## src/rtl/ccu_pkg.sv

```systemverilog
// Shared types and defaults for the ccu timing generator and its G1 gate flip-flop.
package ccu_pkg;

  typedef enum logic [1:0] {
    IDLE = 2'd0,
    RUN  = 2'd1,
    STEP = 2'd2
  } ccu_state_e;

  localparam int CCU_DIGITS    = 36;
  localparam int CCU_PHASES    = 2;
  localparam int CCU_MID_DIGIT = 18;

  // Phase index width; a two-phase (odd/even) rotation still needs one bit.
  function automatic int ccu_phase_width(input int phases);
    return (phases <= 2) ? 1 : $clog2(phases);
  endfunction

endpackage

```

## src/rtl/ccu_g1_ff.sv

```systemverilog
// G1 gate flip-flop: set/clear state with complementary output and a copy delayed by one digit.
module ccu_g1_ff (
  input  logic clk,
  input  logic rst_n,
  input  logic en_i,
  input  logic set_i,
  input  logic clr_i,
  output logic g1_pos_o,
  output logic g1_neg_o,
  output logic g1_dz_o
);

  logic g1_pos_q, g1_pos_d;
  logic g1_neg_q;
  logic g1_dz_q, g1_dz_d;

  // Set and clear are qualified by different digits, so they never compete.
  always_comb begin
    g1_pos_d = g1_pos_q;
    g1_dz_d  = g1_dz_q;
    if (set_i) begin
      g1_pos_d = 1'b1;
    end else if (clr_i) begin
      g1_pos_d = 1'b0;
    end else begin
      g1_pos_d = g1_pos_q;
    end
    if (en_i) begin
      g1_dz_d = g1_pos_q;
    end else begin
      g1_dz_d = g1_dz_q;
    end
  end

  always_ff @(posedge clk or negedge rst_n) begin
    if (!rst_n) begin
      g1_pos_q <= 1'b0;
      g1_neg_q <= 1'b1;
      g1_dz_q  <= 1'b0;
    end else begin
      g1_pos_q <= g1_pos_d;
      g1_neg_q <= ~g1_pos_d;
      g1_dz_q  <= g1_dz_d;
    end
  end

  assign g1_pos_o = g1_pos_q;
  assign g1_neg_o = g1_neg_q;
  assign g1_dz_o  = g1_dz_q;

endmodule

```

## src/rtl/ccu_timing_gen.sv

```systemverilog
// Control-section timing generator: one-hot digit pulses, phase counter and G1 gate.
// Optional single-step input enabled by defining CCU_SINGLE_STEP_EN.
module ccu_timing_gen
  import ccu_pkg::*;
#(
  parameter int  DIGITS    = CCU_DIGITS,
  parameter int  PHASES    = CCU_PHASES,
  parameter int  MID_DIGIT = CCU_MID_DIGIT,
  localparam int PW        = ccu_phase_width(PHASES)
) (
  input  logic              clk,
  input  logic              rst_n,
  input  logic              run,
  input  logic              dy,
  input  logic              da_n,
`ifdef CCU_SINGLE_STEP_EN
  input  logic              step,
`endif
  output logic [DIGITS-1:0] d,
  output logic              d_mid,
  output logic [PW-1:0]     phase,
  output logic [PHASES-1:0] ph_d0,
  output logic [PHASES-1:0] ph_dlast,
  output logic              running,
  output logic              g1_pos,
  output logic              g1_neg,
  output logic              g1_dz
);

  localparam int                CW       = $clog2(DIGITS);
  localparam logic [CW-1:0]     LAST_CNT = CW'(DIGITS - 1);
  localparam logic [PW-1:0]     LAST_PH  = PW'(PHASES - 1);
  localparam logic [DIGITS-1:0] D_ONE    = {{(DIGITS - 1){1'b0}}, 1'b1};

  ccu_state_e        state_q, state_d;
  logic [CW-1:0]     cnt_q, cnt_d;
  logic [PW-1:0]     phase_q, phase_d;
  logic [DIGITS-1:0] d_q, d_d;
  logic              d_mid_q, d_mid_d;
  logic [PHASES-1:0] ph_d0_q, ph_d0_d;
  logic [PHASES-1:0] ph_dlast_q, ph_dlast_d;
  logic              running_q, running_d;
  logic              g1_set_s, g1_clr_s;

  // Next state plus every output computed from it, so all outputs leave a flop.
  always_comb begin
    state_d    = state_q;
    cnt_d      = cnt_q;
    phase_d    = phase_q;
    d_d        = '0;
    d_mid_d    = 1'b0;
    ph_d0_d    = '0;
    ph_dlast_d = '0;
    running_d  = 1'b0;

    case (state_q)
      IDLE: begin
        cnt_d = '0;
        if (run) begin
          state_d = RUN;
`ifdef CCU_SINGLE_STEP_EN
        end else if (step) begin
          state_d = STEP;
`endif
        end else begin
          state_d = IDLE;
        end
      end
      RUN, STEP: begin
        if (cnt_q == LAST_CNT) begin
          cnt_d   = '0;
          phase_d = (phase_q == LAST_PH) ? '0 : phase_q + PW'(1);
          // A stop only takes effect at the minor-cycle boundary.
          if (run) begin
            state_d = RUN;
          end else begin
            state_d = IDLE;
          end
        end else begin
          cnt_d = cnt_q + CW'(1);
        end
      end
      default: begin
        state_d = IDLE;
        cnt_d   = '0;
      end
    endcase

    running_d = (state_d != IDLE);
    if (running_d) begin
      d_d = D_ONE << cnt_d;
    end else begin
      d_d = '0;
    end
    d_mid_d = d_d[MID_DIGIT];
    for (int p = 0; p < PHASES; p++) begin
      ph_d0_d[p]    = d_d[0] & (phase_d == PW'(p));
      ph_dlast_d[p] = d_d[DIGITS-1] & (phase_d == PW'(p));
    end
  end

  always_ff @(posedge clk or negedge rst_n) begin
    if (!rst_n) begin
      state_q    <= IDLE;
      cnt_q      <= '0;
      phase_q    <= '0;
      d_q        <= '0;
      d_mid_q    <= 1'b0;
      ph_d0_q    <= '0;
      ph_dlast_q <= '0;
      running_q  <= 1'b0;
    end else begin
      state_q    <= state_d;
      cnt_q      <= cnt_d;
      phase_q    <= phase_d;
      d_q        <= d_d;
      d_mid_q    <= d_mid_d;
      ph_d0_q    <= ph_d0_d;
      ph_dlast_q <= ph_dlast_d;
      running_q  <= running_d;
    end
  end

  assign g1_set_s = d_q[0] & dy;
  assign g1_clr_s = d_q[DIGITS-1] & ~da_n;

  ccu_g1_ff u_g1 (
    .clk      (clk),
    .rst_n    (rst_n),
    .en_i     (running_q),
    .set_i    (g1_set_s),
    .clr_i    (g1_clr_s),
    .g1_pos_o (g1_pos),
    .g1_neg_o (g1_neg),
    .g1_dz_o  (g1_dz)
  );

  assign d        = d_q;
  assign d_mid    = d_mid_q;
  assign phase    = phase_q;
  assign ph_d0    = ph_d0_q;
  assign ph_dlast = ph_dlast_q;
  assign running  = running_q;

endmodule

```

## config.mk

```make
export PLATFORM = sky130hd
export DESIGN_NAME = ccu_timing_gen
export DESIGN_NICKNAME = d
export VERILOG_FILES = /design/src/rtl/ccu_pkg.sv /design/src/rtl/ccu_g1_ff.sv /design/src/rtl/ccu_timing_gen.sv
export SDC_FILE = /design/constraint.sdc
export NUM_CORES = 1
export LEC_CHECK = 0
export ABC_AREA = 1
export CORE_ASPECT_RATIO = 1.4
export CORE_MARGIN = 3
export CORE_UTILIZATION = 52
export DETAILED_ROUTE_END_ITERATION = 6
export PLACE_DENSITY = 0.94
export SLEW_MARGIN = 30
export SYNTH_ARGS = -nofsm -noshare
export SYNTH_HDL_FRONTEND = slang
export SYNTH_SLANG_ARGS = --single-unit
export TNS_END_PERCENT = 5
```

## constraint.sdc

```tcl
create_clock -name clk -period 2.6 [get_ports clk]
set_clock_uncertainty 0.05 [all_clocks]
set_input_delay 0.52 -clock clk [delete_from_list [all_inputs] [get_ports clk]]
set_output_delay 0.52 -clock clk [all_outputs]
set_load 0.03 [all_outputs]
```

Yosys cells after proc, flatten, opt, wreduce, memory -nomap -nowiden
Cells that the tools add are included.
{"block": "totals", "regBits": 54, "mem_bits_rw": 0, "in_bits": 5, "elab_cells": 40, "mem_bits_ro": 0, "mem_count": 0, "latchBits": 0, "output_inout_bits": 46}
{"block": "classes", "eq_ne": 3, "shifts": 1, "n_reduce_logical": 3, "order_cmp": 0, "n_addsub": 2, "n_mux": 11, "div_mod_pow": 0, "n_mul": 0, "bitwise_logic": 9}
{"operator": "$mux 36", "count": 1}
{"operator": "$shl 1x6->36 const A", "count": 1}
{"operator": "$mux 6", "count": 2}
{"operator": "$add 6x1->6 const B", "count": 1}
{"operator": "$and 1x1->1", "count": 6}
{"operator": "$eq 6x6->1 const B", "count": 1}
{"operator": "$mux 1", "count": 6}
{"operator": "$pmux 2 s2", "count": 1}
{"operator": "$not 1->1", "count": 3}
{"operator": "$eq 2x1->1 const B", "count": 1}
{"operator": "$eq 2x2->1 const B", "count": 1}
{"operator": "$logic_not 2->1", "count": 1}
{"operator": "$mux 2", "count": 1}
{"operator": "$reduce_bool 2->1", "count": 1}
{"operator": "$reduce_or 2->1", "count": 1}
{"operator": "$add 1x1->1 const B", "count": 1}

Logic depth before layout (Yosys ltp)
Gate-level depths: netlist of the first run.
{"block": "depth", "word_depth": 6, "ltp_mapped": 12, "ltp_nobuf": 11}

By module
A second synthesis of the first run with hierarchy kept.
{"block": "unflattened", "cells_unflattened": 210, "hier_area_um2": 2077.0}
{"module": "ccu_timing_gen", "n_inst": 1, "cells_per_inst": 199, "seq_area_each_um2": 1251.2, "area_per_inst_um2": 1964.4}
{"module": "ccu_g1_ff", "n_inst": 1, "cells_per_inst": 11, "seq_area_each_um2": 76.3, "area_per_inst_um2": 112.6}

Worst setup path before layout of the first run
Ideal clock, no wire load.
{"block": "synth_path", "path_type": "flip-flop to flip-flop", "start": "register state_q[0]", "end": "register ph_d0_q[0] (netlist: ph_d0[0])", "required_time_ps": 2478, "arrival_ps": 1580, "path_buffers": 1, "setup_slack_ps": 898, "path_stages_with_launch": 11, "setup_ps": 72, "period_less_slack_ps": 1702, "path_cell_list": "dfrtp_1 > inv_1 > ha_1 > buf_4 > inv_2 > nor2_1 > o21ai_0 > nand3_1 > nor2_1 > nand3_1 > nor2_1"}
{"block": "synth_between", "elab_chain_cells": 6, "elab_cells_between_ends": 13, "cone_classes": "eq/ne: 2; shift: 1; mux: 5; bitwise: 2; reduce/logical: 3"}
{"item": "from (decl)", "line_no": "ccu_timing_gen.sv:35", "text": "ccu_state_e state_q, state_d;"}
{"item": "from (signal assigned)", "line_no": "ccu_timing_gen.sv:113", "text": "state_q <= state_d;"}
{"item": "$eq 2x1->1 / $eq 2x2->1 (equally long branches)", "line_no": "ccu_timing_gen.sv:56", "text": "case (state_q)"}
{"item": "$reduce_or 2->1", "line_no": "ccu_timing_gen.sv:56"}
{"item": "$pmux 2 s2 / $mux 6 (equally long branches)", "line_no": "ccu_timing_gen.sv:56"}
{"item": "$reduce_bool 2->1 / $shl 1x6->36 (equally long branches)", "line_no": "ccu_timing_gen.sv:89, ccu_timing_gen.sv:91"}
{"item": "$mux 36", "line_no": "ccu_timing_gen.sv:90", "text": "if (running_d) begin"}
{"item": "$and 1x1->1 (*)", "line_no": "ccu_timing_gen.sv:97", "text": "ph_d0_d[p] = d_d[0] & (phase_d == PW'(p));"}
{"item": "net ph_d0_d[0]", "line_no": "ccu_timing_gen.sv:40", "text": "logic [PHASES-1:0] ph_d0_q, ph_d0_d;"}
{"item": "to (signal assigned)", "line_no": "ccu_timing_gen.sv:118", "text": "ph_d0_q <= ph_d0_d;"}
{"item": "to (decl)", "line_no": "ccu_timing_gen.sv:40"}
The timed path passes the listed nets; every way through them passes the cells marked *.
A chain may end at the register's enable or synchronous reset.

Worst setup path in the final report of the first run
Ends and elaborated chain as after synthesis.

==> results by group, run 1 <==
Yosys
  – Syn Nets: about 220
  – Async SR Flop Fraction: 1.00
  – Yosys warnings: 0
  – Top-count cell post-synth: nor2_1
  – Synth cell types: 23
  – Synth Instances: between 200 and 250
  – Post-Syn Area: 2080 um^2
  – Post-synth top area share: 0.627
  – Prevailing post-synth register cell: dfrtp_1
  – Mean post-synth cell area: about 9.9 um^2
  – Seq/Total Area, Yosys: 0.639
  – Most area-consuming cells after synthesis: dfrtp_1 63%, nor2_1 11%, nand2_1 6.0%
  – Top cells by count, synth: 59 x nor2_1, 52 x dfrtp_1, 33 x nand2_1
  – EDFF count, synth: 0
  – #FFs+latches synth: between 50 and 60
  – Dominant cell type by area after synthesis: dfrtp_1

Drt
  – Final ANT Viol Nets: 0
  – Detailed Route WL: between 4000 and 5000 um
  – Violation count after the first detailed-route iteration: 83
  – DRT Pass-1 Iters: 4
  – Met2 wire length: ~2500 um
  – Routed len/inst: 14.2 um
  – Detailed-routed wire length on met3: 180 um
  – Met1 WL: 1570 um
  – Via count: approximately 1,600
  – Vias per cell: slightly above 5
  – Residual DRC: 0
  – Top sig layer: met4

STA
  – Final min period: between 2 and 2.5 ns
  – RSZ-0062 raised after global routing: false
  – Final setup TNS: 0 ns
  – Final setup viols: 0
  – Fmax: 444 MHz
  – Final period util: 0.867
  – Tightest Pin Transition: between 0.6 and 0.7 ns
  – Pins Over Slew Limit: 0
  – Final Hold Vio Count: 0
  – Headroom to the max-slew limit: 0.542

Clock network
  – H-Tree Depth: 2
  – Post-CTS setup buffer count: 0
  – CTS Root Cell: clkbuf_8
  – CTS tree: done
  – Clock buffer depth: 2
  – Num CTS Buffers: 5
  – CTS Hold Bufs: 0
  – Cts repair resizes: 0
  – Clk sinks: between 50 and 60
  – Clk_lat worst skew: 0.29 ns
  – Clk pin slew, worst setup/hold paths: around 0.090 ns

Floorplanning
  – FP Rows: 26
  – Die X: between 50 and 60 um
  – I/O Pins: a little over 50
  – Initial Utilization: 0.555
  – Die area: 4800 um^2
  – Core Region: ~3700 um^2
  – Die height: ~81 um

Critical path
  – Launch point of the worst reg-to-reg path: state_q[0]
  – Kind of critical path: reg2reg
  – CP Cell Sequence: inv_1 > ha_1 > nand4_1 > nand2_1 > nand2_1 > nand3_1 > nand3_1 > nor2_1
  – Worst Path Max Fanout: 20
  – CP endpoint kind: flop
  – Delay-heaviest family, CP: simple AND/OR/NAND/NOR gates
  – Worst R2R Setup Slack: between 0.3 and 0.4 ns
  – Max incr delay on CP: roughly 0.48 ns
  – Buf/Inv on CP: 1
  – CP arrival: 2.37 ns
  – Worst endpoint required time: ~2.7 ns
  – Slowest CP cell: nand3_1
  – RR Endpoint: ph_d0[0]
  – Crit path launch type: flop
  – Worst r2r path cells: 8

Finish
  – Nets: 271
  – Layout cells sized above 1: 0.0985
  – Final cell area excluding filler cells: around 2700 um^2
  – Antenna cells: 0
  – Area added between synthesis and finish: 30.2%

Power
  – Clock power frac: 0.278
  – Switching Share: 0.315
  – Static leakage: around 1.3 nW
  – Fraction of power consumed by sequential logic: 0.468
  – Psw: about 0.63 mW
  – Max IR drop VDD: about 0.65 mV
  – Power density over cell area: between 700 and 800 nW/um^2
  – Comb pwr share: 0.254
  – Internal power: approximately 1.4 mW

Worst hold path
  – Worst hold path type: in2async

Place
  – Placed instance area: ~2600 um^2
  – Placer Congestion: 0.851
  – Post-DP HPWL: between 3000 and 4000 um
  – Port Buffers: 50

Global route
  – Initial antenna violation count: 0
  – GRT Residual Overflow: 0
  – Vias in the first global route: approximately 1,600
  – Largest net degree at the start of global routing: 29
  – Overall Global Routing Usage: 0.200
  – First-pass GRT wire length: 7200 um

Run
  – Max-cap check violation count: 0

Run status
  – Status: finished, final reports clean
==> sequential cells by signal (all words and copies together), names as in the netlist <==
| signal | cells |
|---|---|
| cnt_q | 6 |
| ph_dlast | 2 |
| u_g1.g1_neg_o | 1 |
| d | 36 |
| u_g1.g1_pos_o | 1 |
| running | 1 |
| state_q | 2 |
| u_g1.g1_dz_o | 1 |
| ph_d0 | 2 |
| phase | 1 |
==> layout by cell type (no fill, tap or decap) <==
cell and count:
nor2_1 59, dfrtp_1 52, clkdlybuf4s50_1 49, nand2_1 33, inv_1 21, nand3_1 9
clkbuf_8 6, nand4_1 4, nand3_2 4, nor2_2 3, inv_2 3, ha_1 3
xor2_1 2, nand2_2 2, buf_4 2, nor2_4 1, o21ai_0 1, nor3_1 1
nor3b_1 1, o21ai_2 1, xnor2_1 1, a22oi_1 1, mux2_2 1, bufinv_16 1
clkbuf_1 1, buf_2 1, dfstp_2 1
==> routing by layer <==
layer  vias up  GRT usage
met4         0     0.0771
met2        52      0.367
met3        12     0.0302
met5         -          0
li1        743          -
met1       753      0.227
==> kinds of logic (layout without fill, tap and decap cells) <==
group / count (synthesis) / count (layout) / share of synthesized area
compound gates: 3 / 3 / 0.0102
flops: 53 / 53 / 0.639
xor+xnor: 3 / 3 / 0.0127
mux: 1 / 1 / 0.00542
simple gates: 117 / 117 / 0.246
buf+inv: 30 / 84 / 0.0687
fa+ha+maj: 3 / 3 / 0.0181
==> worst max-delay path by stage <==
stage / from / to / slack (ns) / cells past startpoint
after floorplan: state_q[0] / ph_d0[0] / 0.90 / 10
after global placement: run / d[7] / 0.53 / 7
after detailed placement: state_q[0] / ph_d0[0] / 0.40 / 8
after CTS: state_q[0] / ph_d0[0] / 0.39 / 8
after global routing: state_q[1] / ph_d0[0] / 0.17 / 8
final: state_q[0] / ph_d0[0] / 0.35 / 8
==> area by class of cell <==
type / count / area, um^2
inverters: 24 / 90.1
well taps: 42 / 52.6
fillers: 259 / 1040
multi-input cells: 127 / 607
flip-flops and latches: 53 / 1330
repair buffers: 52 / 510
clock inverters: 1 / 30.0
clock buffers: 7 / 86.3
==> power groups by stage <==
stage / registers (mW) / logic [mW] / clock network [mW]
3_5_place_dp: 0.956 / 0.506 / 0
3_3_place_gp: 0.953 / 0.493 / 0
5_1_grt: 0.949 / 0.558 / 0.607
2_1_floorplan: 1.04 / 0.265 / 0
4_1_cts: 0.940 / 0.510 / 0.570
6_report: 0.939 / 0.510 / 0.558
==> per-stage QoR <==
step	total power, mW	utilization	setup slack [ns]	hold slack, ns	cells
2_1_floorplan	1.31	-	0.898	0.174	210
3_3_place_gp	1.45	0.692	0.531	0.401	298
3_5_place_dp	1.46	0.692	0.401	0.412	298
4_1_cts	2.02	0.723	0.390	0.182	306
5_1_grt	2.11	0.723	0.165	0.204	306
6_report	2.01	0.723	0.346	0.165	306
Note: power is estimated with default switching activity, not from simulation.
==> run 2, diff against run 1 <==
- CELL_PAD_IN_SITES_DETAIL_PLACEMENT: default -> 1
- CELL_PAD_IN_SITES_GLOBAL_PLACEMENT: default -> 1
- CORE_UTILIZATION: 52 -> 39
- PLACE_DENSITY: 0.94 -> 0.92
==> results by group, run 2 (same netlist as run 1, synthesis figures left out) <==
Floorplanning
  – Core Region: 4990 um^2 (was 3740 um^2)
  – Initial Utilization: 0.416 (was 0.555)
  – FP Rows: 30 (was 26)
  – Die X: 67.7 um (was 59.4 um)
  – Die area: 6250 um^2 (was 4800 um^2)
  – I/O Pins: 51 (unchanged)
  – Die height: 92.3 um (was 80.8 um)

Power
  – Static leakage: 1.33 nW (was 1.34 nW)
  – Internal power: 1.28 mW (was 1.38 mW)
  – Clock power frac: 0.240 (was 0.278)
  – Comb pwr share: 0.272 (was 0.254)
  – Switching Share: 0.336 (was 0.315)
  – Max IR drop VDD: 0.306 mV (was 0.651 mV)
  – Fraction of power consumed by sequential logic: 0.488 (was 0.468)
  – Power density over cell area: 710 nW/um^2 (was 742 nW/um^2)
  – Psw: 0.647 mW (was 0.632 mW)

STA
  – RSZ-0062 raised after global routing: false (unchanged)
  – Final min period: 2.04 ns (was 2.25 ns)
  – Final Hold Vio Count: 0 (unchanged)
  – Final period util: 0.785 (was 0.867)
  – Final setup viols: 0 (unchanged)
  – Hold_ws: 0.182 ns (was 0.165 ns)
  – Fmax: 490 MHz (was 444 MHz)
  – Pins Over Slew Limit: 0 (unchanged)
  – Tightest Pin Transition: 0.676 ns (was 0.685 ns)
  – Final setup TNS: 0 ns (unchanged)
  – Headroom to the max-slew limit: 0.550 (was 0.542)

Finish
  – Area added between synthesis and finish: 30.6% (was 30.2%)
  – Antenna cells: 0 (unchanged)
  – Most frequent cells in the layout: 59 x nor2_1, 52 x dfrtp_1, 49 x clkdlybuf4s50_1, 33 x nand2_1, 21 x inv_1 (unchanged)
  – # fillers: 572 (was 259)
  – Max reg flops: 36 (unchanged)
  – Most common cell after layout, fill and taps aside: nor2_1 (unchanged)
  – Layout cells sized above 1: 0.102 (was 0.0985)
  – Nets: 272 (was 271)

Global route
  – GRT Residual Overflow: 0 (unchanged)
  – Overall Global Routing Usage: 0.165 (was 0.200)
  – Initial antenna violation count: 0 (unchanged)
  – First-pass GRT wire length: 7730 um (was 7200 um)
  – Vias in the first global route: 1,664 (was 1,584)
  – Largest net degree at the start of global routing: 30 (was 29)

Drt
  – Final ANT Viol Nets: 0 (unchanged)
  – Detailed Route WL: 4550 um (was 4340 um)
  – Routed len/inst: 13.9 um (was 14.2 um)
  – Violation count after the first detailed-route iteration: 69 (was 83)
  – Residual DRC: 0 (unchanged)
  – Vias per cell: 4.67 (was 5.10)
  – DRT Pass-1 Iters: 4 (unchanged)
  – Via count: 1,532 (was 1,560)

Run status
  – Status: finished, final reports clean (unchanged)

Critical path
  – Kind of critical path: reg2out (was reg2reg)
  – Worst r2r path cells: 10 (was 8)
  – Number of cells on the critical path: 1 (was 8)
  – CP arrival: 1.47 ns (was 2.37 ns)
  – Worst endpoint required time: 2.03 ns (was 2.72 ns)
  – Buf/Inv on CP: 1 (unchanged)
  – Slowest CP cell: clkdlybuf4s50_1 (was nand3_1)
  – CP Cell Sequence: clkdlybuf4s50_1 (was inv_1 > ha_1 > nand4_1 > nand2_1 > nand2_1 > nand3_1 > nand3_1 > nor2_1)
  – CP endpoint kind: primary output (was flop)
  – Worst Path Max Fanout: 1 (was 20)
  – Crit path launch type: flop (unchanged)
  – Max incr delay on CP: 0.65 ns (was 0.48 ns)
  – Delay-heaviest family, CP: buffers and inverters (was simple AND/OR/NAND/NOR gates)

Run
  – Max-cap check violation count: 0 (unchanged)

Clock network
  – CTS Root Cell: clkbuf_8 (unchanged)
  – Cts repair resizes: 0 (unchanged)
  – Post-CTS setup buffer count: 0 (unchanged)
  – Clk pin slew, worst setup/hold paths: 0.08 ns (was 0.09 ns)
  – Clock buffer depth: 2 (unchanged)
  – Num CTS Buffers: 5 (unchanged)
  – Clk sinks: 53 (unchanged)
  – CTS tree: done (unchanged)
  – H-Tree Depth: 2 (unchanged)
  – CTS Hold Bufs: 0 (unchanged)
  – Clk_lat worst skew: 0.30 ns (was 0.29 ns)

Worst hold path
  – Worst hold path type: in2async (unchanged)

Place
  – Port Buffers: 50 (unchanged)
  – Post-DP HPWL: 3310 um (was 3130 um)
  – Placer Congestion: 0.816 (was 0.851)
==> run 2: changes by cell type in the layout (fill, tap and decap cells not counted), sizes merged <==
| cell | before | now |
|---|---|---|
| clkbuf | 7 | 6 |
| buf | 3 | 4 |
| clkinvlp | 0 | 1 |
| bufinv | 1 | 0 |
==> run 2: final timing paths <==
| path | start | to | slack [ns] |
|---|---|---|---|
| max | u_g1.g1_neg_o | g1_neg | 0.56 |
| min | rst_n | state_q[0] | 0.18 |
| max reg2reg | state_q[1] | ph_dlast[1] | 0.59 |
| min reg2reg | d[0] | u_g1.g1_neg_o | 0.41 |
| max in group asynchronous | rst_n | d[6] | 1.68 |
| min in group clk | d[0] | u_g1.g1_neg_o | 0.41 |
==> run 2: through the flow <==
step | area (um^2) | setup WS [ns] | cells | total power, mW | util
floorplan | 2080 | 0.898 | 210 | 1.31 | -
global placement | 2620 | 0.629 | 321 | 1.46 | 0.525
detailed placement | 2620 | 0.578 | 321 | 1.48 | 0.525
CTS | 2710 | 0.548 | 328 | 1.95 | 0.543
global route | 2710 | 0.350 | 328 | 2.06 | 0.543
finish | 2710 | 0.558 | 328 | 1.93 | 0.543
==> run 2: power by group through the flow <==
stage	combinational, mW	sequential [mW]	clock (mW)
detailed placement	0.522	0.958	0
global placement	0.507	0.956	0
finish	0.525	0.940	0.462
floorplan	0.265	1.04	0
CTS	0.531	0.941	0.481
global route	0.586	0.952	0.524
==> run 2: cell type report <==
type / count / area, um^2 / area share
timing repair buffer: 53 / 518 / 0.191
multi-input combinational: 127 / 607 / 0.224
tap: 64 / 80.1 / 0.0295
sequential: 53 / 1330 / 0.489
clock inverter: 1 / 7.51 / 0.00277
inverter: 24 / 90.1 / 0.0332
clock buffer: 6 / 82.6 / 0.0304
==> run 2: metal layers <==
layer  track usage  vias up  part of all wire
met5             0        -                 0
met4        0.0609        0             0.023
met3        0.0255       10             0.026
met2         0.305       33              0.57
met1         0.184      751              0.38
li1              -      738                 -
==> run 3, diff against run 2 <==
- CORE_UTILIZATION: 39 -> 37
- PLACE_DENSITY: 0.92 -> 0.89
- clock period: 2.6 -> 2.05 ns (I/O delays scaled with it)
==> results by group, run 3 (same netlist as run 1, synthesis figures left out) <==
STA
  – Tightest Pin Transition: 0.552 ns (was 0.676 ns)
  – Final min period: 1.94 ns
  – Final setup viols: 0 (unchanged)
  – RSZ-0062 raised after global routing: true (was false)
  – Setup ws final: 0.107 ns (was 0.558 ns)
  – Headroom to the max-slew limit: 0.632 (was 0.550)
  – Final period util: 0.948
  – Pins Over Slew Limit: 0 (unchanged)
  – Fmax: approximately 500 MHz
  – Final Hold Vio Count: 0 (unchanged)

Critical path
  – CP endpoint kind: primary output (unchanged)
  – Worst endpoint required time: 1.59 ns (was 2.03 ns)
  – Worst Path Max Fanout: 1 (unchanged)
  – Delay-heaviest family, CP: buffers and inverters (unchanged)
  – Buf/Inv on CP: 1 (unchanged)
  – Crit path launch type: flop (unchanged)
  – CP arrival: 1.48 ns (was 1.47 ns)
  – CP Cell Sequence: clkdlybuf4s50_1 (unchanged)
  – Slowest CP cell: clkdlybuf4s50_1 (unchanged)
  – Max incr delay on CP: 0.65 ns (about the same)
  – Number of cells on the critical path: 1 (unchanged)
  – Worst r2r path cells: 9 (was 10)
  – Kind of critical path: reg2out (unchanged)

Finish
  – Flip-flop and latch area: 1330 um^2 (unchanged)
  – Max reg flops: 36 (unchanged)
  – Nets: 271 (was 272)
  – Antenna cells: 0 (unchanged)
  – Util after Layout: 0.526 (was 0.543)
  – Most frequent cells in the layout: 57 x nor2_1, 52 x dfrtp_1, 49 x clkdlybuf4s50_1, 33 x nand2_1, 21 x inv_1 (was 59 x nor2_1, 52 x dfrtp_1, 49 x clkdlybuf4s50_1, 33 x nand2_1, 21 x inv_1)
  – Layout cells sized above 1: 0.117 (was 0.102)
  – Most common cell after layout, fill and taps aside: nor2_1 (unchanged)
  – Multi-input logic area: 639 um^2 (was 607 um^2)
  – Area added between synthesis and finish: 34.6% (was 30.6%)
  – # fillers: 612 (was 572)

Global route
  – GRT met1 Usage: 0.167 (was 0.184)
  – Initial antenna violation count: 0 (unchanged)
  – Grt met2 use: 0.334 (was 0.305)
  – Largest net degree at the start of global routing: 32 (was 30)
  – Met3 usage: 0.0192 (was 0.0255)
  – GRT Residual Overflow: 0 (unchanged)
  – GRT busiest layer: met2 (unchanged)
  – First-pass GRT wire length: 8320 um (was 7730 um)
  – Vias in the first global route: 1,720 (was 1,664)
  – Overall Global Routing Usage: 0.162 (was 0.165)

Power
  – Power density over cell area: 949 nW/um^2 (was 710 nW/um^2)
  – Psw: 0.862 mW (was 0.647 mW)
  – Clock power frac: 0.274 (was 0.240)
  – Pwr Total: 2.65 mW (was 1.93 mW)
  – Fraction of power consumed by sequential logic: 0.452 (was 0.488)
  – Internal power: 1.79 mW (was 1.28 mW)
  – Static leakage: 1.35 nW (was 1.33 nW)
  – Max IR drop VDD: 0.357 mV (was 0.306 mV)
  – Switching Share: 0.325 (was 0.336)
  – Comb pwr share: 0.274 (was 0.272)

Drt
  – Violation count after the first detailed-route iteration: 71 (was 69)
  – Routed len/inst: 14.9 um (was 13.9 um)
  – Vias per cell: 4.75 (was 4.67)
  – Detailed Route WL: 4910 um (was 4550 um)
  – DRT Pass-1 Iters: 4 (unchanged)
  – Residual DRC: 0 (unchanged)
  – Via count: 1,569 (was 1,532)
  – Final ANT Viol Nets: 0 (unchanged)

Worst hold path
  – Worst hold path type: in2async (unchanged)

Floorplanning
  – FP Rows: 31 (was 30)
  – Die height: 94.7 um (was 92.3 um)
  – Die area: 6560 um^2 (was 6250 um^2)
  – Core Region: 5310 um^2 (was 4990 um^2)
  – Initial Utilization: 0.391 (was 0.416)
  – Die X: 69.3 um (was 67.7 um)
  – I/O Pins: 51 (unchanged)

Clock network
  – Clk sinks: 53 (unchanged)
  – CTS tree: done (unchanged)
  – Clk_lat worst skew: 0.30 ns (about the same)
  – CTS Root Cell: clkbuf_8 (unchanged)
  – H-Tree Depth: 2 (unchanged)
  – Clock buffer depth: 2 (unchanged)
  – Clk pin slew, worst setup/hold paths: 0.09 ns (was 0.08 ns)
  – Num CTS Buffers: 5 (unchanged)
  – Post-CTS setup buffer count: 0 (unchanged)

Run status
  – Status: finished, final reports clean (unchanged)

Run
  – Max-cap check violation count: 0 (unchanged)

Place
  – Placer Congestion: 0.837 (was 0.816)
  – Dpl ws: -0.00969 ns (was 0.578 ns)
  – Post-DP HPWL: 3760 um (was 3310 um)
  – Port Buffers: 50 (unchanged)
## run 3: per-layer routing
metal | wire (um) | up-vias | share of wire
met5 | 0 | - | 0
met4 | 83 | 0 | 0.017
met1 | 1720 | 789 | 0.35
li1 | - | 740 | -
met3 | 123 | 8 | 0.025
met2 | 2990 | 32 | 0.61
## run 3: worst reg2reg max path, delay by kind of cell (launching register included)
kind            cells  cell delay, ns
fa+ha+maj           1            0.24
buf+inv             2            0.23
simple gates        5            0.70
flops               1            0.41
compound gates      1            0.25
## run 3: per-stage QoR
step	hold WS [ns]	setup TNS (ns)	cells	instance area, um^2
6_report	0.0329	0	330	2800
5_1_grt	0.0634	-0.207	330	2800
4_1_cts	0.0417	0	330	2770
3_5_place_dp	0.376	-0.00969	322	2640
3_3_place_gp	0.354	0	322	2640
2_1_floorplan	0.0644	0	210	2080
## run 3: layout make-up
class                           count  area share
Sequential cell                    53       0.475
Multi-Input combinational cell    127       0.229
Timing Repair Buffer               52       0.192
Inverter                           24      0.0322
Clock buffer                        6      0.0295
Tap cell                           66      0.0295
Clock inverter                      2      0.0134
## run 3: path summary, 6_finish.rpt
kind / start / endpoint / slack [ns]
setup reg to reg: state_q[0] / ph_d0[0] / 0.12
min in group clk: u_g1.g1_pos_o / u_g1.g1_neg_o / 0.43
max in group asynchronous: rst_n / u_g1.g1_neg_o / 1.29
hold / removal: rst_n / d[22] / 0.03
hold reg to reg: u_g1.g1_pos_o / u_g1.g1_neg_o / 0.43
setup / recovery: u_g1.g1_neg_o / g1_neg / 0.11
## run 3: power by group through the flow
stage | Clock [mW] | Sequential, mW | Combinational [mW]
3_5_place_dp | 0 | 1.22 | 0.697
5_1_grt | 0.790 | 1.21 | 0.806
6_report | 0.728 | 1.20 | 0.727
2_1_floorplan | 0 | 1.32 | 0.336
4_1_cts | 0.751 | 1.20 | 0.709
3_3_place_gp | 0 | 1.21 | 0.676
## run 3: what timing repair did
action,4_1_cts,5_1_grt
endpoints found under the setup margin,2,31
hold buffers,0,0
gates resized for setup,1,5
==> edit 1 (flow settings as in run 1) <==
Build with the macro `CCU_SINGLE_STEP_EN` defined.
--- a/src/rtl/ccu_timing_gen.sv
+++ b/src/rtl/ccu_timing_gen.sv
@@ -1,4 +1,6 @@
 // Control-section timing generator: one-hot digit pulses, phase counter and G1 gate.
 // Optional single-step input enabled by defining CCU_SINGLE_STEP_EN.
+`define CCU_SINGLE_STEP_EN
+
 module ccu_timing_gen
   import ccu_pkg::*;
Ports: changed (added step); port bits go from 51 to 52. The function was not compared with the original's and may differ.
==> edit 1 against run 1 <==
Worst hold slack gained 0.073 ns; combinational power grew 36%; routed wire length grew 0.92%; critical path depth grew 1; sequential cell count is the same; total power grew 4.0%; sequential share of layout area grew 0.14 points; critical path type unchanged; worst setup slack gained 0.061 ns; area after synthesis grew 0.42%; final area shrank 0.28%; non-clock buffer count is the same; sequential power grew 0.4%; die area grew 0.38%.
==> edit 1: results (changes against run 1) <==
Place
  • Routability congestion estimate: 0.880 (+3.5%)
  • Post-Place Cells: 308 (+3.4%)
  • Port Buf Inserts: 51 (+2.0%)
  • HPWL Detailed: 3250 um (+3.8%)
  • Pre-CTS setup slack: 0.367 ns (-0.0340 ns)

CTS
  • Setup bufs post-CTS: 0 (unchanged)
  • Total CTS buffers: 5 (unchanged)
  • Clk Latency, worst-skew pair: 0.31 ns (+0.02 ns)
  • Worst-path clk slew: 0.09 ns (about the same)

Drt
  • WL final: 4380 um (+0.92%)
  • Wl on met1: 1550 um (-1.7%)
  • Met2 Routed Length: 2420 um (-1.8%)
  • Wire per inst: 13.8 um (-2.3%)
  • WL met3: 249 um (+38%)
  • Initial DRC count: 87 (+4.8%)
  • Via density: 5.19 (+1.8%)

Critical path
  • End of the worst register-to-register path: d[1]
  • Worst Setup SP: cnt_q[0]
  • Worst EP arrival: 2.37 ns (about the same)
  • R2R depth: 9 (+1)
  • R2R Setup Slk: 0.41 ns (+0.06 ns)

Synthesis
  • Register area share after synthesis: 63.6% (-0.27 points)
  • Compound-Gate Fraction of Synth Area: 1.20% (+0.18 points)
  • FFs w/ async S/R, synth: 100% (unchanged)
  • Xor and xnor fraction of the mapped netlist area: 1.20% (-0.065 points)
  • Mux contribution to synthesized area: 0.540% (-0.0023 points)
  • Syn nets: 229 (+5.0%)
  • Synth cell types: 21 (-8.7%)
  • Synth area leaders: dfrtp_1, nor2_1, nand2_1, inv_1, nand3_1
  • Mapped Cells: 220 (+4.8%)
  • Synth Area in Adders: 1.80% (-0.0076 points)
  • Top cells by count, synth: nor2_1, dfrtp_1, nand2_1

Global routing
  • First-pass GRT wire length: 7470 um (+3.8%)
  • Gr usage total: 20.9% (+0.92 points)
  • Initial antenna violation count: 0 (unchanged)
  • Largest net degree at the start of global routing: 38 (+31%)
  • Vias in the first global route: 1666 (+5.2%)

Cells and area
  • Nets@finish: 282 (+4.1%)
  • Layout cells sized above 1: 7.30% (-2.5 points)
  • # fillers: 272 (+5.0%)

Pwr
  • Switching part of the total: 38.1% (+6.6 points)
  • VDD IR max: 0.650 mV (-0.16%)
  • LEAKAGE: 1.34 nW (+0.56%)

STA
  • Measured slew at the worst slew-check pin: 0.790 ns (+0.105 ns)
  • Period utilization: 84.3% (-2.4 points)

Job
  • Max-cap violation count: 0 (unchanged)

Status
  • Status: finished clean
-- edit 1: cells by family after synthesis --
logic type	after synthesis
fa+ha+maj	3
mux	1
xor+xnor	2
flops	53
simple gates	125
compound gates	4
buf+inv	32
-- edit 1: worst min path at each step --
stage           from            end  cells past startpoint
2_1_floorplan  rst_n       cnt_q[0]                      0
3_3_place_gp    d[0]  u_g1.g1_neg_o                      1
3_5_place_dp    d[0]  u_g1.g1_neg_o                      1
4_1_cts        rst_n       cnt_q[3]                      1
5_1_grt        rst_n   u_g1.g1_dz_o                      1
6_report       rst_n        running                      1
-- edit 1: worst max-delay path: stages, from the launching register on --
cell,delay (ns)
dfrtp_1,0.46
ha_1,0.38
nand3_2,0.18
nand2_1,0.10
nand3_1,0.06
nand2_1,0.06
nand2_1,0.06
nand2_1,0.43
nand2_1,0.18
nor2_1,0.16
-- edit 1: cell type report --
cell class              count  area share [%]
multi-input cells         135            22.9
well taps                  42            1.95
inverters                  26            3.62
repair buffers             52            19.0
flip-flops and latches     53            49.2
clock buffers               6            2.69
clock inverters             2           0.557
-- edit 1: stage by stage --
step	area [um^2]	hold WS (ns)	power, W
floorplan	2090	0.174	0.00146
global placement	2610	0.392	0.00162
detailed placement	2610	0.390	0.00164
CTS	2700	0.256	0.00209
global route	2700	0.297	0.00221
finish	2700	0.238	0.00209
-- edit 1: power groups by stage --
stage / combinational [W] / clock (W) / sequential (W)
global route: 0.000773 / 0.000490 / 0.000951
finish: 0.000695 / 0.000449 / 0.000943
global placement: 0.000664 / 0 / 0.000954
floorplan: 0.000426 / 0 / 0.00103
CTS: 0.000692 / 0.000456 / 0.000942
detailed placement: 0.000679 / 0 / 0.000959
-- edit 1: per-layer routing --
layer  track usage [%]  up-vias
li1                  -      764
met1              23.0      791
met3              5.25       18
met4              11.5        0
met2              36.0       67
met5                 0        -
==> edit 2 (settings of run 1) <==
Without the edit above. Reset style: synchronous (`rst_n`), changed in 2 clocked blocks.
--- a/src/rtl/ccu_g1_ff.sv
+++ b/src/rtl/ccu_g1_ff.sv
@@ -33,5 +33,5 @@
   end
 
-  always_ff @(posedge clk or negedge rst_n) begin
+  always_ff @(posedge clk) begin
     if (!rst_n) begin
       g1_pos_q <= 1'b0;
--- a/src/rtl/ccu_timing_gen.sv
+++ b/src/rtl/ccu_timing_gen.sv
@@ -100,5 +100,5 @@
   end
 
-  always_ff @(posedge clk or negedge rst_n) begin
+  always_ff @(posedge clk) begin
     if (!rst_n) begin
       state_q    <= IDLE;
Formal check against the unedited RTL: differs if rst_n is asserted again (counterexample within 4 cycles, from zero or initial values and one cycle with rst_n low); with rst_n held inactive, the same outputs for 10 cycles.
==> edit 2 against run 1 <==
Critical path depth unchanged; sequential cell count unchanged; worst setup slack gained 0.25 ns; routed wire length fell by 22%; synthesized cell count fell by 6.2%; core utilization down 0.13 points; final area is 9.0% lower; area after synthesis decreased by 10%; fmax grew 13%; highest routed layer unchanged.
Power is not compared: it rests on default switching activity, and its combinational part moved more than twofold at a synthesized area within 25%.
==> edit 2: results (changes against run 1) <==
Status
  • Status: finished clean

Place
  • Pre-CTS setup slack: 0.565 ns (+0.164 ns)
  • Routability congestion estimate: 0.896 (+5.3%)
  • Post-Place Cells: 283 (-5.0%)
  • Cell Area, Placed: 2380 um^2 (-8.2%)
  • HPWL Detailed: 2630 um (-16%)

Synthesis
  • Mux contribution to synthesized area: 0% (-0.54 points)
  • Top cells by count, synth: dfxtp_1, nor2_1, inv_1
  • Synth cell types: 24 (+4.3%)
  • Mapped Cells: 197 (-6.2%)
  • Register area share after synthesis: 57.1% (-6.8 points)
  • Synth area leaders: dfxtp_1, nor2_1, inv_1, nor2_2, nand3_1
  • Xor and xnor fraction of the mapped netlist area: 1.88% (+0.62 points)
  • Syn nets: 205 (-6.0%)
  • Prevailing post-synth register cell: dfxtp_1
  • Compound-Gate Fraction of Synth Area: 1.21% (+0.19 points)
  • Synth Area in Adders: 2.02% (+0.21 points)
  • FFs w/ async S/R, synth: 0% (-100 points)

Cells and area
  • Post-route insts no fill: 291 (-4.9%)
  • Layout cells sized above 1: 14.7% (+4.9 points)

Critical path
  • Crit path largest cell delay: 0.41 ns (-0.07 ns)
  • CP max FO: 16 (-20%)
  • CP max-delay cell: ha_1
  • Worst setup endpoint: d[19]
  • Worst Setup SP: state_q[1]
  • R2R Setup Slk: 0.60 ns (+0.25 ns)
  • Worst EP arrival: 2.19 ns (-0.18 ns)

CTS
  • Post-cts repair resize count: 0 (unchanged)
  • Clk Latency, worst-skew pair: 0.31 ns (+0.02 ns)

Drt
  • WL final: 3380 um (-22%)
  • Via density: 4.88 (-4.2%)

Global routing
  • Gr usage total: 18.2% (-1.8 points)
  • First-pass GRT wire length: 6130 um (-15%)
  • Vias in the first global route: 1414 (-11%)

Hold path
  • Worst hold path type: reg2reg

STA
  • Min Hold Slack: 0.418 ns (+0.253 ns)
  • Measured slew at the worst slew-check pin: 0.369 ns (-0.316 ns)
  • Final Critical Period: 2.00 ns (-0.251 ns)
edit 2: power groups by stage:
stage	sequential [W]	clock, W	combinational (W)
after floorplan	0.000856	0	0.0000440
after global placement	0.000843	0	0.0000817
after detailed placement	0.000843	0	0.0000833
after CTS	0.000824	0.000448	0.0000841
after global routing	0.000825	0.000485	0.0000921
final	0.000824	0.000433	0.0000833
edit 2: layout make-up:
| class | count | area (um^2) |
|---|---|---|
| clock buffer | 7 | 76.3 |
| clock inverter | 1 | 7.51 |
| fill | 254 | 950 |
| inverter | 25 | 93.8 |
| multi-input combinational | 114 | 663 |
| sequential | 53 | 1060 |
| tap | 40 | 50.0 |
| timing repair buffer | 51 | 508 |
edit 2: per-layer routing:
layer  wire length (um)  share of wire [%]  track usage (%)
met1               1180                 35             18.2
met2               1920                 57             32.5
met3                230                6.8             6.06
met4                 57                1.7             9.26
met5                  0                  0                0
